--- src/rtl/vga_pixel_pipe.sv ---
// Pixel delivery stage behind the VGA interval generator: buffers the fetched pixel
// stream, pops one word per active cycle, and retimes colour/syncs/de by one register.
module vga_pixel_pipe #(
    parameter int              PW          = 24,
    parameter int              DEPTH       = 16,
    parameter logic [PW-1:0]   BLANK_COLOR = '0
) (
    input  logic                     aclk,
    input  logic                     aresetn,
    input  logic                     hsync_i,
    input  logic                     vsync_i,
    input  logic                     hblank_i,
    input  logic                     vblank_i,
    input  logic [PW-1:0]            s_tdata,
    input  logic                     s_tuser,
    input  logic                     s_tvalid,
    output logic                     s_tready,
    output logic [PW-1:0]            rgb_o,
    output logic                     hsync_o,
    output logic                     vsync_o,
    output logic                     de_o,
    output logic                     underrun_o,
    output logic                     sof_err_o,
    output logic [$clog2(DEPTH):0]   level_o
);
    localparam int AW = $clog2(DEPTH);
    localparam int LW = AW + 1;

    typedef enum logic [1:0] {RESYNC, ARMED, RUN} state_t;

    state_t          state, state_next;
    logic [PW:0]     mem [DEPTH];
    logic [AW-1:0]   wr_ptr, rd_ptr;
    logic [LW-1:0]   count;
    logic            first_flag;
    logic            active, full, empty, accept;
    logic            push, pop, underrun, sof_err, flush;
    logic [PW:0]     head;

    assign active   = ~hblank_i & ~vblank_i;
    assign full     = (count == LW'(DEPTH));
    assign empty    = (count == '0);
    assign s_tready = ~full;
    assign accept   = s_tvalid & s_tready;
    assign head     = mem[rd_ptr];
    assign level_o  = count;

    always_comb begin
        state_next = state;
        push       = 1'b0;
        pop        = 1'b0;
        underrun   = 1'b0;
        sof_err    = 1'b0;
        flush      = 1'b0;
        unique case (state)
            RESYNC: begin
                // Only a start-of-frame word may open a fresh FIFO fill.
                if (accept && s_tuser) begin
                    push       = 1'b1;
                    state_next = ARMED;
                end
            end
            ARMED: begin
                push = accept;
                if (vblank_i) state_next = RUN;
            end
            RUN: begin
                push = accept;
                if (active) begin
                    if (empty) begin
                        underrun = 1'b1;
                    end else begin
                        pop     = 1'b1;
                        sof_err = (head[PW] != first_flag);
                    end
                end
                // Any error drops the FIFO contents, including a word arriving now.
                if (underrun || sof_err) begin
                    flush      = 1'b1;
                    push       = 1'b0;
                    state_next = RESYNC;
                end
            end
            default: state_next = RESYNC;
        endcase
    end

    always_ff @(posedge aclk or negedge aresetn) begin
        if (!aresetn) begin
            state      <= RESYNC;
            wr_ptr     <= '0;
            rd_ptr     <= '0;
            count      <= '0;
            first_flag <= 1'b0;
        end else begin
            state <= state_next;
            if (flush) begin
                wr_ptr <= '0;
                rd_ptr <= '0;
                count  <= '0;
            end else begin
                if (push) wr_ptr <= wr_ptr + AW'(1);
                if (pop)  rd_ptr <= rd_ptr + AW'(1);
                if (push && !pop)      count <= count + LW'(1);
                else if (pop && !push) count <= count - LW'(1);
            end
            if (vblank_i)  first_flag <= 1'b1;
            else if (pop)  first_flag <= 1'b0;
        end
    end

    always_ff @(posedge aclk) begin
        if (push) mem[wr_ptr] <= {s_tuser, s_tdata};
    end

    // Output register stage: everything leaves together, one cycle after its inputs.
    always_ff @(posedge aclk or negedge aresetn) begin
        if (!aresetn) begin
            rgb_o      <= BLANK_COLOR;
            hsync_o    <= 1'b0;
            vsync_o    <= 1'b0;
            de_o       <= 1'b0;
            underrun_o <= 1'b0;
            sof_err_o  <= 1'b0;
        end else begin
            rgb_o      <= pop ? head[PW-1:0] : BLANK_COLOR;
            hsync_o    <= hsync_i;
            vsync_o    <= vsync_i;
            de_o       <= active;
            underrun_o <= underrun;
            sof_err_o  <= sof_err;
        end
    end

endmodule

--- config.mk ---
export PLATFORM = sky130hd
export DESIGN_NAME = vga_pixel_pipe
export DESIGN_NICKNAME = d
export VERILOG_FILES = /design/src/rtl/vga_pixel_pipe.sv
export SDC_FILE = /design/constraint.sdc
export NUM_CORES = 1
export LEC_CHECK = 0
export ABC_AREA = 0
export CORE_MARGIN = 3
export CORE_UTILIZATION = 43
export CTS_BUF_LIST = sky130_fd_sc_hd__clkbuf_4 sky130_fd_sc_hd__clkbuf_8
export DETAILED_ROUTE_END_ITERATION = 10
export PLACE_DENSITY = 0.68
export SETUP_SLACK_MARGIN = 0.2
export SLEW_MARGIN = 25
export SYNTH_ARGS = -nofsm -noshare
export SYNTH_HDL_FRONTEND = slang
export SYNTH_SLANG_ARGS = --single-unit
--- constraint.sdc ---
create_clock -name aclk -period 11.2 [get_ports aclk]
set_input_delay 1.68 -clock aclk [delete_from_list [all_inputs] [get_ports aclk]]
set_output_delay 1.68 -clock aclk [all_outputs]
set_load 0.005 [all_outputs]
==> impl_results.md <==
* Cells on worst reg2reg path at 7
* Crit-path max FO at 63
* Die area at 42180 sq um
* First-pass GRT wire length at 52.15 mm
* Total Routed Length at 33.59 mm
* Clk_skew at 0.02456 ns
* Synth Instances at 748
* Clk pwr share at around 31%
* Pwr dens at 221.3 nW/um^2
* Reg-to-reg startpoint: rd_ptr[1]
* Register area at 13150 sq um
* GP Congestion at 0.7504
* Fill count at just over 3000
* Mux contribution to synthesized area at 16.59%
* Antenna-violating nets left at 0
* Root Driver: clkbuf_8
* Commonest non-fill, non-tap cell in the layout: edfxtp_1
* Crit Path Category: reg2reg
* Initial core utilization at a little over two fifths
* Tcrit/Tclk final at a little over two fifths
* Final hold vios at 0
* Worst hold path startpoint: state[1]
* Largest delay share family, worst path: simple AND/OR/NAND/NOR gates
* Ant diodes at 0
* Adder-Cell Fraction of Synth Area at 0.7759%
* Largest net degree at the start of global routing at 64
* Synth Register Bits at 445
* Die height at 205.4 um
* Worst relative slew slack at 35.12%
* Ys async rst share at 10.11%
* Remaining DRCs at 0
* Internal at 0.003216 W
* Max Slew Vio Count at 0
* Register area share after synthesis at 76.86%
* GRT overflow at 0
* Yosys cell types at 42
* R2r endpoint: mem[6][9]
* Post-synth EDFFs at 400
* H-tree depth reported by CTS at 3
* Crit path top cell by count: mux4_2
* Io pins at 67
* Largest family of logic cells by synthesized area: multiplexers
* Core Area at 38920 sq um
* DP HPWL at 18.35 mm
* Dominant synthesized flop cell: edfxtp_1
* Fin Setup TNS at 0 ns
* Cell taking the most area after synthesis: edfxtp_1
* WP buf/inv at 1
* Mapped cell area at about 17000 sq um
* Crit start category: flip-flop
* Clk_lat worst skew at around 0.61 ns
* Routed WL per cell at between 20 and 25 um
* Synth Area in XOR/XNOR at 0.3660%
* Reg2Reg Setup Slack at about 6.4 ns
* Psw at between 0.001 and 0.0015 W
* Crit path cell chain: buf_4 -> mux4_2 -> mux4_2 -> xnor2_4 -> a21oi_2 -> nor2_2 -> and4b_2
* Via count of the first global-routing pass at approximately 8500
* Max Clock Freq at 209.0 MHz
* Width of the die at ~210 um
* Synth Area per Inst at 22.85 sq um
* Row count at 72
* Min-Delay Path Depth at 1
* Least-Margin Pin Slew at 0.9732 ns
* Final cell count without fillers at ~1400
* Setup violators final at 0
* Crit-path max cell delay at 1.06 ns
* Warnings, synthesis at 0
* Status: completed
* Net Count, Synth at between 700 and 800
* Placed Cells at 1310
* VDD IR max at 0.09096 mV
* Yosys top cell area share at 70.27%
* Initial antenna violation count at 0
* Gr usage total at ~17%
* Avg Vias per Cell at 5.521
* Clock buffer depth at 3
* Area growth syn-to-layout at 15.80%
* Pre-antenna DRT Iters at 5
* Critical path data required time at 11.43 ns
* Worst Path Arrival at ~5.0 ns
* P_leak at 6.345 nW
* CTS Hold Buffers Added at 0
* Post-CTS setup buffers at 0
* RSZ-0062 raised after global routing: no
* Worst setup EP type: flip-flop
* Synth top area cells: edfxtp_1 (70%), mux4_2 (16%), dfrtp_1 (6.6%)
* Most frequent cells in the layout: edfxtp_1 (400), mux4_2 (125), clkbuf_8 (76)
* Fin nets at 909
* Worst hold endpoint: state[0]
* Critical path's slowest cell: dfrtp_4
* Fraction of the mapped netlist area in simple logic gates at 3.213%
* Worst hold path type: reg2reg
* Clock transition at path regs at 0.06 ns
* Final design area excluding fillers at between 15000 and 20000 sq um
* Sw frac at between 20% and 30%
* Flop pwr share at between 40 and 50%
* CTS Buf Count at between 70 and 80
* Post-CTS Resized at 0
* CTS tree: yes
* Initial DRC Count at 658
* Comb pwr share at between 20% and 30%
* Placed Area at approximately 18000 sq um
* Vias after detailed routing at 7945
* Synth Area in Compound Gates at 1.164%
* Max_cap viols at 0
* Minimum clock period at 4.784 ns
* Fraction of layout cells with a size suffix above 1 at 29.21%
* Multi-input gate area at 3797 sq um
* Port bufs at 66
* CTS Sinks at 445
==> flip-flops by register name, indices dropped and copies added (netlist names) <==
name / cells
de_o: 1
first_flag: 1
hsync_o: 1
level_o: 5
mem: 400
rd_ptr: 4
rgb_o: 24
sof_err_o: 1
state: 2
underrun_o: 1
vsync_o: 1
wr_ptr: 4
==> power groups by stage <==
stage / Clock, W / Sequential, W / Combinational [W]
floorplan: 0 / 0.00201 / 0.000763
global placement: 0 / 0.00212 / 0.000927
detailed placement: 0 / 0.00212 / 0.000938
CTS: 0.00141 / 0.00209 / 0.000941
global route: 0.00149 / 0.00211 / 0.00101
finish: 0.00137 / 0.00209 / 0.000922
==> cell usage after synthesis, types with 6 or more instances <==
| cell type | instances |
|---|---|
| edfxtp_1 | 400 |
| mux4_2 | 125 |
| dfrtp_1 | 45 |
| clkbuf_1 | 30 |
| nor2b_1 | 24 |
| nand2_1 | 16 |
| a21oi_1 | 10 |
| ha_1 | 9 |
| and4b_1 | 8 |
| o21ai_0 | 8 |
| nor2_1 | 7 |
| inv_1 | 6 |
| nand3_1 | 6 |
==> layout make-up <==
type / instances / share of cell area (%)
clock buffers: 98 / 6.119
clock inverters: 31 / 1.037
inverters: 6 / 0.1138
multi-input cells: 261 / 19.18
flip-flops and latches: 445 / 66.43
well taps: 518 / 3.274
repair buffers: 80 / 3.843
==> stage by stage <==
| step | worst slack (ns) | utilization (%) | hold WS, ns | total power, W |
|---|---|---|---|---|
| finish | 6.416 | 50.86 | 0.5131 | 0.004380 |
| CTS | 6.373 | 50.86 | 0.5191 | 0.004444 |
| floorplan | 6.791 | - | 0.4495 | 0.002771 |
| global placement | 6.541 | 47.22 | 0.4933 | 0.003042 |
| detailed placement | 6.389 | 47.22 | 0.5100 | 0.003061 |
| global route | 6.069 | 50.86 | 0.5368 | 0.004602 |
==> logic make-up after synthesis <==
| group | after synthesis |
|---|---|
| xor+xnor | 5 |
| mux | 127 |
| fa+ha+maj | 10 |
| compound gates | 32 |
| buf+inv | 42 |
| simple gates | 87 |
| flops | 445 |
==> how the worst max path moves through the flow <==
stage                     startpoint          to  cells past startpoint
final                      rd_ptr[1]   mem[6][9]                      7
after global routing       rd_ptr[0]  mem[6][12]                      7
after CTS                  rd_ptr[0]   mem[6][8]                      7
after detailed placement   rd_ptr[0]   mem[6][8]                      7
after global placement     rd_ptr[0]  mem[4][10]                      7
after floorplan             s_tvalid   mem[3][0]                      5
==> layer usage <==
metal	global-route usage, %	vias to the layer above	part of all wire (%)
li1	-	3387	-
met1	23.18	4264	43
met2	26.06	218	49
met3	4.050	76	4.9
met4	5.785	0	2.8
met5	0	-	0
No activity file was read; power rests on OpenSTA's default activity.
